## src/rtl/ov7670_sccb_init_seq.sv

```systemverilog
// ov7670_sccb_init_seq: Wishbone master that sets up an I2C master core, then streams a {reg,val} ROM to an OV7670 over SCCB.
// Define SCCB_VERIFY_EN to read back every written register and flag mismatches; the default build is write-only.
module ov7670_sccb_init_seq #(
    parameter logic [15:0] PRESCALE   = 16'd99,
    parameter logic [6:0]  SLAVE_ADDR = 7'h21,
    parameter int          ROM_AW     = 8,
    parameter logic [23:0] RST_DELAY  = 24'd50000,
    parameter logic [15:0] POLL_LIMIT = 16'd4095
) (
    input  logic              wb_clk_i,
    input  logic              wb_rst_i,
    input  logic              start_i,
    output logic              busy_o,
    output logic              done_o,
    output logic              err_o,
    output logic [ROM_AW-1:0] err_idx_o,
    output logic [ROM_AW-1:0] rom_addr_o,
    input  logic [15:0]       rom_data_i,
    output logic [2:0]        wbm_adr_o,
    output logic [7:0]        wbm_dat_o,
    input  logic [7:0]        wbm_dat_i,
    output logic              wbm_we_o,
    output logic              wbm_stb_o,
    output logic              wbm_cyc_o,
    input  logic              wbm_ack_i
);
    typedef enum logic [4:0] {
        IDLE, CFG_PLO, CFG_PHI, CFG_CTR, FETCH, DECODE, WR_TXR, WR_CR,
        GUARD, POLL, CHECK, DELAY, ADV, FINISH
`ifdef SCCB_VERIFY_EN
        , RD_RXR
`endif
    } state_t;

    // Phases 0-2 write an entry, 3-6 read it back, STO is the abort stop.
    localparam logic [2:0] STO = 3'd7;

    state_t      state, state_n;
    logic [2:0]  phase, phase_n;
    logic [23:0] cnt;
    logic [7:0]  reg_q, val_q, txr_byte, cr_byte;
    logic        gap, rx_nack, acc, rd, bus, set_err, rst_entry, unused_sr;

    assign acc       = wbm_cyc_o & wbm_ack_i;
    assign rst_entry = reg_q == 8'h12 && val_q[7];
    assign unused_sr = ^{wbm_dat_i[6:2], wbm_dat_i[0]};
`ifdef SCCB_VERIFY_EN
    assign rd = state == POLL || state == RD_RXR;
`else
    assign rd = state == POLL;
`endif
    assign bus      = rd || state inside {CFG_PLO, CFG_PHI, CFG_CTR, WR_TXR, WR_CR};
    assign txr_byte = phase == 3'd1 || phase == 3'd4 ? reg_q : phase == 3'd2 ? val_q :
                      {SLAVE_ADDR, phase == 3'd5};
    assign cr_byte  = phase == 3'd1 ? 8'h10 : phase == 3'd2 || phase == 3'd4 ? 8'h50 :
                      phase == 3'd6 ? 8'h68 : phase == STO ? 8'h40 : 8'h90;

    // The cycle after an ack is always idle, so gap masks the strobe for one cycle.
    assign wbm_cyc_o = bus && !gap;
    assign wbm_stb_o = wbm_cyc_o;
    assign wbm_we_o  = wbm_cyc_o && !rd;
    assign wbm_adr_o = !wbm_cyc_o ? 3'd0 : state == CFG_PLO ? 3'd0 : state == CFG_PHI ? 3'd1 :
                       state == CFG_CTR ? 3'd2 : state == WR_CR || state == POLL ? 3'd4 : 3'd3;
    assign wbm_dat_o = !wbm_we_o ? 8'h00 : state == CFG_PLO ? PRESCALE[7:0] :
                       state == CFG_PHI ? PRESCALE[15:8] : state == CFG_CTR ? 8'h80 :
                       state == WR_TXR ? txr_byte : cr_byte;
    assign busy_o    = state != IDLE && state != FINISH;

    // State register; reset drops any bus cycle on the same edge without a STOP.
    always_ff @(posedge wb_clk_i) state <= wb_rst_i ? IDLE : state_n;

    // Sequencing decisions: bus handshakes, SR polling, entry walking and abort path.
    always_comb begin
        state_n = state;
        phase_n = phase;
        set_err = 1'b0;
        case (state)
            IDLE:    if (start_i) state_n = CFG_PLO;
            CFG_PLO: if (acc) state_n = CFG_PHI;
            CFG_PHI: if (acc) state_n = CFG_CTR;
            CFG_CTR: if (acc) state_n = FETCH;
            FETCH:   state_n = DECODE;
            DECODE:  begin
                state_n = &rom_data_i ? FINISH : WR_TXR;
                phase_n = 3'd0;
            end
            WR_TXR:  if (acc) state_n = WR_CR;
            WR_CR:   if (acc) state_n = GUARD;
            GUARD:   if (cnt == 24'd1) state_n = POLL;
            POLL: begin
                if (acc && !wbm_dat_i[1]) state_n = CHECK;
                else if (acc && cnt == 24'(POLL_LIMIT) - 24'd1) begin
                    state_n = phase == STO ? FINISH : WR_CR;
                    set_err = phase == STO;
                    phase_n = STO;
                end
            end
            CHECK: begin
                if (phase == STO) begin
                    set_err = 1'b1;
                    state_n = FINISH;
                end else if (rx_nack && phase != 3'd6) begin
                    state_n = WR_CR;
                    phase_n = STO;
                end
`ifdef SCCB_VERIFY_EN
                else if (phase == 3'd6) state_n = RD_RXR;
                else if (phase == 3'd2 && !rst_entry) begin
                    state_n = WR_TXR;
                    phase_n = 3'd3;
                end else if (phase == 3'd5) begin
                    state_n = WR_CR;
                    phase_n = 3'd6;
                end
`endif
                else if (phase == 3'd2) state_n = rst_entry ? DELAY : ADV;
                else begin
                    state_n = WR_TXR;
                    phase_n = phase + 3'd1;
                end
            end
`ifdef SCCB_VERIFY_EN
            RD_RXR: if (acc) begin
                set_err = wbm_dat_i != val_q;
                state_n = ADV;
            end
`endif
            DELAY:   if (cnt == RST_DELAY - 24'd1) state_n = ADV;
            ADV:     state_n = &rom_addr_o ? FINISH : FETCH;
            FINISH:  state_n = IDLE;
            default: state_n = IDLE;
        endcase
    end

    // Datapath: counters restart on every state change, POLL counts acked SR reads only.
    always_ff @(posedge wb_clk_i) begin
        if (wb_rst_i) begin
            {done_o, err_o, err_idx_o, rom_addr_o} <= '0;
            {phase, cnt, reg_q, val_q, gap, rx_nack} <= '0;
        end else begin
            gap   <= acc;
            phase <= phase_n;
            cnt   <= state_n != state ? '0 : cnt + (state == POLL ? 24'(acc) : 24'd1);
            if (state == POLL && acc) rx_nack <= wbm_dat_i[7];
            if (state == DECODE) {reg_q, val_q} <= rom_data_i;
            if (state == ADV && state_n == FETCH) rom_addr_o <= rom_addr_o + 1'b1;
            if (state == FINISH) done_o <= 1'b1;
            if (set_err) begin
                err_o <= 1'b1;
                if (!err_o) err_idx_o <= rom_addr_o;
            end
            if (state == IDLE && start_i) {done_o, err_o, err_idx_o, rom_addr_o} <= '0;
        end
    end
endmodule

```

## config.mk

```make
export PLATFORM = sky130hd
export DESIGN_NAME = ov7670_sccb_init_seq
export DESIGN_NICKNAME = d
export VERILOG_FILES = /design/src/rtl/ov7670_sccb_init_seq.sv
export SDC_FILE = /design/constraint.sdc
export NUM_CORES = 1
export LEC_CHECK = 0
export ABC_CLOCK_PERIOD_IN_PS = 3400
export CAP_MARGIN = 10
export CORE_UTILIZATION = 50
export DETAILED_ROUTE_END_ITERATION = 10
export PLACE_DENSITY = 0.8
export SLEW_MARGIN = 20
export SYNTH_ARGS = -nofsm -noshare
export SYNTH_HDL_FRONTEND = slang
export SYNTH_SLANG_ARGS = --single-unit
```

## constraint.sdc

```tcl
create_clock -name wb_clk_i -period 3.4 [get_ports wb_clk_i]
set_clock_uncertainty 0.1 [all_clocks]
set_input_delay 0.34 -clock wb_clk_i [delete_from_list [all_inputs] [get_ports wb_clk_i]]
set_output_delay 0.34 -clock wb_clk_i [all_outputs]
set_load 0.01 [all_outputs]
```

==> results.txt, run 1 <==
----------------------------------------------------
[Run status]
  Status ... complete, no violations

[Pwr]
  Worst IR drop on VDD ... approximately 0.23 mV
  Final Total Pwr ... between 1.5 and 2 mW
  Areal power density over the cells ... around 350 nW/um^2
  Static power due to leakage ... 1.55 nW

[Global routing]
  Antenna violations before repair ... 0
  Overall Global Routing Usage ... 25.4%
  Via count of the first global-routing pass ... 3673
  Wire length of the first global-routing pass ... ~17000 microns
  Overflow left after global routing ... 0
  Maximum number of pins on one net before global-route repair ... 27

[Finish]
  Share of cells above drive strength 1 ... between 10% and 20%
  Inserted Diodes ... 0
  Net count, final ... 588
  Area of combinational cells with multiple inputs ... 2480 sq um
  Layout filler cell count ... about 660
  Signed area change from the synthesized netlist to the final layout ... 21.9%
  Commonest cells after routing, fill and taps aside ... sky130_fd_sc_hd__dfxtp_1, sky130_fd_sc_hd__nand2_1, sky130_fd_sc_hd__clkdlybuf4s50_1, sky130_fd_sc_hd__nor2_1, sky130_fd_sc_hd__a21oi_1
  Leading cell type in the layout, fill and taps excluded ... sky130_fd_sc_hd__dfxtp_1
  FF/Latch Area ... 1360 sq um

[Timing]
  Final hold vios ... 0
  Period utilisation layout ... a little over nine tenths
  Maximum frequency from static timing analysis ... roughly 310 MHz
  # setup viols final ... 0
  Setup repair after global routing missed its margin ... false
  Final hold slack ... between 0.3 and 0.4 ns
  Worst slew slack as a fraction of its limit ... roughly 44%
  Minimum clock period after layout ... approximately 3.2 ns
  Setup tns final ... 0 ns
  Worst setup margin ... between 0.15 and 0.2 ns
  Count of final max-slew check failures ... 0
  Transition time at the pin with the least slew margin ... 0.827 ns

[Logic synthesis]
  Top cells by area, synth ... sky130_fd_sc_hd__dfxtp_1, sky130_fd_sc_hd__nand2_1, sky130_fd_sc_hd__a211oi_2
  Most area-hungry cell type in the Yosys netlist ... sky130_fd_sc_hd__dfxtp_1
  Distinct cell type count after synthesis ... 64
  Flop and latch count out of synthesis ... 68
  Fraction of synthesized cell area taken by the top area cell type ... approximately a third
  Number of enable flip-flop cells after synthesis ... 0
  Post-Synthesis Mean Instance Area ... ~8.1 sq um
  Proportion of synthesized chip area in sequential cells ... between 30% and 40%
  Number of nets in the synthesized netlist ... between 500 and 600
  Cell count after synthesis ... 500
  Top_reg_cell synth ... sky130_fd_sc_hd__dfxtp_1
  Warning count from the yosys run ... 0
  FFs w/ async S/R, synth ... 0%
  Syn Std Cell Area ... 4060 sq um

[Die]
  Die Span Y ... around 92 microns
  Die area ... between 8000 and 9000 sq um
  Starting density of the core ... 52.0%
  Std cell rows ... 32
  Core area ... around 8000 sq um
  Width of the chip ... 92.1 microns
  IO Count ... 61

[Critical path]
  Worst setup EP type ... primary output
  Slowest cell delay on critical path ... between 0.6 and 0.7 ns
  Critical Path RT ... 2.96 ns
  Length in cells of the worst reg-to-reg path ... 7
  Startpoint of the worst setup timing path ... state[2]
  Max FO, Critical Path ... 15
  Buffers & Inverters on Critical Path ... 2
  Stages on worst setup path ... 6
  Category of cells accounting for the largest share of critical-path delay ... simple AND/OR/NAND/NOR gates
  Reg-to-Reg Start ... state[4]
  Endpoint of the lowest-slack register-to-register path ... cnt[5]
  Sequence of cells on the critical path ... buf_4 -> nor3_1 -> a21oi_1 -> o22ai_1 -> and3_1 -> clkdlybuf4s50_1
  Max stage delay cell, worst path ... sky130_fd_sc_hd__nor3_1
  Startpoint class of the critical path ... flip-flop
  Signal arrival time at the worst endpoint ... between 2 and 3 ns
  Setup slack on the worst flop-to-flop path ... roughly 0.24 ns
  Setup CP Type ... reg2out

[Drt]
  DR WL/cell ... 15.8 microns
  Post-DRT Antenna Nets ... 0
  Pre-antenna DRT Iters ... 6
  Post-detailed-route DRC marker count ... 0
  Aggregate routed wire length ... slightly above 10000 microns
  Iter 0 DRT Violations ... between 200 and 300
  Via count normalized by instance count ... about 5.9
  DR vias ... 3911

[CTS]
  Clock Sinks ... a little under 70
  TritonCTS clock tree ... built
  Clock transition at path regs ... approximately 0.07 ns
  CTS Root Buffer Type ... sky130_fd_sc_hd__clkbuf_8
  Number of levels in the clock H-tree ... 3
  Insertion delay to the later sink of the worst-skew pair ... about 0.34 ns
  Clock buffer count from CTS ... 9
  Max clock buf depth ... 2
  Setup Fix Bufs, Post-CTS ... 0

[Placed design]
  DP HPWL ... approximately 7500 microns
  Final weighted congestion of routability-driven global placement ... 0.882
  Post-place setup slack ... around 0.26 ns
  IO buf count ... 54

[Min path]
  Class of the worst hold path ... reg2reg
  Worst hold path endpoint ... val_q[3]
  Hold path startpoint ... val_q[3]
  Hold Path Stages ... 2

[Flow run]
  Count of max-cap constraint violations ... 0

----------------------------------------------------
==> state kept, by name, summed over array words and instances (netlist names) <==
name / flops
reg_q: 8
phase: 3
err_o: 1
rom_addr_o: 8
state: 5
cnt: 24
rx_nack: 1
val_q: 8
done_o: 1
gap: 1
err_idx_o: 8
==> where the power goes <==
part | switching [mW] | total [mW] | leakage (nW) | internal [mW]
logic | 0.0665 | 0.117 | 0.881 | 0.0509
registers | 0.00581 | 0.804 | 0.548 | 0.798
clock network | 0.322 | 0.812 | 0.117 | 0.489
total | 0.395 | 1.73 | 1.55 | 1.34
==> metrics by stage <==
stage	std cells	utilization, %	instance area (sq um)
floorplan	500	-	4060
global placement	643	60.3	4700
detailed placement	643	60.3	4700
CTS	659	63.3	4950
global route	659	63.3	4950
finish	659	63.3	4950
==> cells by family after synthesis <==
group | share of synthesized area, %
AOI/OAI and AO/OA | 20.3
xor gates and xnor gates | 5.83
adders and majority gates | 2.47
buffers and inverters | 5.46
DFF | 33.5
muxes | 3.79
other | 0.0924
and+or+nand+nor | 28.5
==> layer usage <==
metal	track usage, %	part of all wire, %	routed length [microns]	vias up
met4	8.46	1.6	170	0
met2	44.0	49	5130	129
met3	3.90	4.7	486	17
met5	0	0	0	-
li1	-	-	-	1917
met1	32.1	44	4610	1848
==> tightest hold or removal path, cell delays in order (launching register included) <==
cell                      delay (ns)
sky130_fd_sc_hd__dfxtp_1        0.32
sky130_fd_sc_hd__nand2_1        0.05
sky130_fd_sc_hd__a21oi_1        0.06
==> Yosys cell counts, drive strengths merged, types with 6 or more instances <==
cell type,instances
nand4,14
a21oi,30
buf,16
nand2,61
a211oi,27
o21ai,20
nor4,11
nand2b,6
clkbuf,15
xnor2,18
nor2,48
mux2i,12
ha,8
or3,7
nand3,17
xor2,9
dfxtp,68
nor3b,6
inv,16
and3,6
nor3,22
==> how the worst max path moves through the flow <==
stage / end
after CTS: wbm_dat_o[4]
after global placement: wbm_dat_o[3]
final: wbm_dat_o[7]
after floorplan: cnt[10]
after global routing: wbm_dat_o[4]
after detailed placement: cnt[5]
==> repair_timing <==
item,in CTS,in global routing
endpoints found under the setup margin,1,2
gates resized for setup,1,1
hold buffers,0,0
==> cell type report <==
type,count,area share (%)
Timing Repair Buffer,72,13.7
Inverter,16,1.21
Tap cell,102,2.58
Sequential cell,68,27.5
Clock buffer,10,2.58
Multi-Input combinational cell,385,50.2
Clock inverter,6,2.25
No activity file was read; power rests on OpenSTA's default activity.
==> run 2: changes to the inputs <==
ABC_CLOCK_PERIOD_IN_PS = 3600   (was 3400)
clock period = 3.6 ns   (was 3.4 ns; I/O delays follow)
==> results.txt, run 2 (synthesis results as in run 1) <==
----------------------------------------------------
[Die]
  Die area ... about 8500 sq um
  Width of the chip ... a little over 90 microns
  IO Count ... 61
  Std cell rows ... 32
  Die Span Y ... between 90 and 100 microns
  Core area ... slightly below 8000 sq um
  Starting density of the core ... about half

[Critical path]
  Critical Path RT ... roughly 3.1 ns
  Startpoint of the worst setup timing path ... state[1]
  Endpoint of the lowest-slack register-to-register path ... cnt[5]
  Setup slack on the worst flop-to-flop path ... roughly 0.45 ns
  Sequence of cells on the critical path ... buf_4 -> nor3b_4 -> nor2_1 -> nor3_1 -> o21ai_1 -> inv_1 -> nand2_1 -> nor3b_1 -> clkdlybuf4s50_1
  Stages on worst setup path ... 9
  Setup CP Type ... reg2out
  Worst setup EP type ... primary output
  Category of cells accounting for the largest share of critical-path delay ... simple AND/OR/NAND/NOR gates
  Slowest cell delay on critical path ... 0.60 ns
  Startpoint class of the critical path ... flip-flop
  Max FO, Critical Path ... 22
  Length in cells of the worst reg-to-reg path ... 9
  Signal arrival time at the worst endpoint ... roughly 2.8 ns
  CP endpoint ... wbm_dat_o[3]
  Buffers & Inverters on Critical Path ... 3
  Reg-to-Reg Start ... phase[0]
  Max stage delay cell, worst path ... sky130_fd_sc_hd__clkdlybuf4s50_1

[Drt]
  Via count normalized by instance count ... between 5 and 6
  DR WL/cell ... around 15 microns
  Aggregate routed wire length ... between 10000 and 15000 microns
  Post-DRT Antenna Nets ... 0
  DR vias ... 3875
  Pre-antenna DRT Iters ... 5
  Iter 0 DRT Violations ... approximately 260
  Post-detailed-route DRC marker count ... 0

[Pwr]
  Worst IR drop on VDD ... ~0.18 mV
  Static power due to leakage ... roughly 1.5 nW
  Areal power density over the cells ... approximately 300 nW/um^2
  Final Total Pwr ... 1.44 mW

[Timing]
  Setup tns final ... 0 ns
  Worst slew slack as a fraction of its limit ... 33.6%
  Minimum clock period after layout ... around 3.3 ns
  Final hold slack ... approximately 0.36 ns
  Count of final max-slew check failures ... 0
  # setup viols final ... 0
  Transition time at the pin with the least slew margin ... between 0.9 and 1 ns
  Period utilisation layout ... 90.6%
  Final hold vios ... 0
  Maximum frequency from static timing analysis ... roughly 310 MHz
  Setup repair after global routing missed its margin ... false

[CTS]
  Clock transition at path regs ... around 0.080 ns
  Setup Fix Bufs, Post-CTS ... 0
  Clock Sinks ... a little under 70
  Insertion delay to the later sink of the worst-skew pair ... 0.35 ns
  CTS Root Buffer Type ... sky130_fd_sc_hd__clkbuf_8
  TritonCTS clock tree ... built
  Clock buffer count from CTS ... 9
  Hold Buf Count CTS ... 0
  Max clock buf depth ... 2
  Number of levels in the clock H-tree ... 3

[Global routing]
  Overflow left after global routing ... 0
  Antenna violations before repair ... 0
  Via count of the first global-routing pass ... roughly 3800
  Wire length of the first global-routing pass ... roughly 17000 microns
  Maximum number of pins on one net before global-route repair ... 27
  Overall Global Routing Usage ... 25.3%

[Finish]
  Inserted Diodes ... 0
  Final std cells w/o fill ... 655
  Signed area change from the synthesized netlist to the final layout ... 19.6%
  Net count, final ... about 580
  Share of cells above drive strength 1 ... between 10% and 20%
  Final core utilization ... about 62%
  Commonest cells after routing, fill and taps aside ... sky130_fd_sc_hd__dfxtp_1, sky130_fd_sc_hd__nand2_1, sky130_fd_sc_hd__clkdlybuf4s50_1, sky130_fd_sc_hd__nor2_1, sky130_fd_sc_hd__a21oi_1
  Leading cell type in the layout, fill and taps excluded ... sky130_fd_sc_hd__dfxtp_1
  Number of flip-flops under the largest register name ... 24
  Largest register by flop count ... cnt

[Flow run]
  Count of max-cap constraint violations ... 0

[Placed design]
  IO buf count ... 54
  DP HPWL ... 7270 microns
  Final weighted congestion of routability-driven global placement ... between 0.8 and 0.9
  Cell total after placement ... 639

[Min path]
  Class of the worst hold path ... reg2reg
  Hold Path Stages ... 2

[Run status]
  Status ... complete, no violations

----------------------------------------------------
-- run 2: what timing repair did --
item                                    in CTS  in global routing
gates resized for setup                      0                  4
endpoints found under the hold margin        0                  0
endpoints found under the setup margin       0                  2
-- run 2: worst register-to-register path, stage by stage, from the launching register on --
cell and delay, ns:
sky130_fd_sc_hd__dfxtp_1 0.35, sky130_fd_sc_hd__inv_1 0.11, sky130_fd_sc_hd__ha_1 0.29, sky130_fd_sc_hd__nand2_1 0.12, sky130_fd_sc_hd__and2_1 0.20, sky130_fd_sc_hd__a221o_1 0.46, sky130_fd_sc_hd__or4_4 0.54, sky130_fd_sc_hd__or3_1 0.32
sky130_fd_sc_hd__buf_4 0.25, sky130_fd_sc_hd__a211oi_1 0.32
-- run 2: layout make-up --
| cell class | count | area [sq um] |
|---|---|---|
| tap | 102 | 128 |
| fill | 693 | 2950 |
| clock inverter | 7 | 51.3 |
| multi-input combinational | 385 | 2480 |
| timing repair buffer | 68 | 646 |
| clock buffer | 9 | 124 |
| inverter | 16 | 60.1 |
| sequential | 68 | 1360 |
-- run 2: layer usage --
layer | routed length [microns] | GRT usage [%]
met5 | 0 | 0
met4 | 182 | 9.24
met3 | 457 | 4.15
met2 | 4920 | 43.3
met1 | 4540 | 31.7
-- run 2: report_power, final --
group / leakage [nW] / switching, mW / internal [mW]
Sequential: 0.549 / 0.00635 / 0.754
Combinational: 0.862 / 0.0624 / 0.0466
Clock: 0.0856 / 0.317 / 0.252
-- run 2: worst min-delay path by stage --
stage | start | endpoint | slack (ns)
after floorplan | val_q[2] | val_q[2] | 0.34
after global placement | val_q[3] | val_q[3] | 0.34
after detailed placement | val_q[3] | val_q[3] | 0.35
after CTS | val_q[1] | val_q[1] | 0.36
after global routing | val_q[2] | val_q[2] | 0.38
final | val_q[1] | val_q[1] | 0.36
-- run 2: per-stage QoR --
| stage | setup WS, ns | instance area, sq um |
|---|---|---|
| 3_5_place_dp | 0.207 | 4670 |
| 6_report | 0.339 | 4850 |
| 3_3_place_gp | 0.277 | 4670 |
| 5_1_grt | 0.0908 | 4850 |
| 4_1_cts | 0.0864 | 4850 |
| 2_1_floorplan | 0.848 | 4060 |
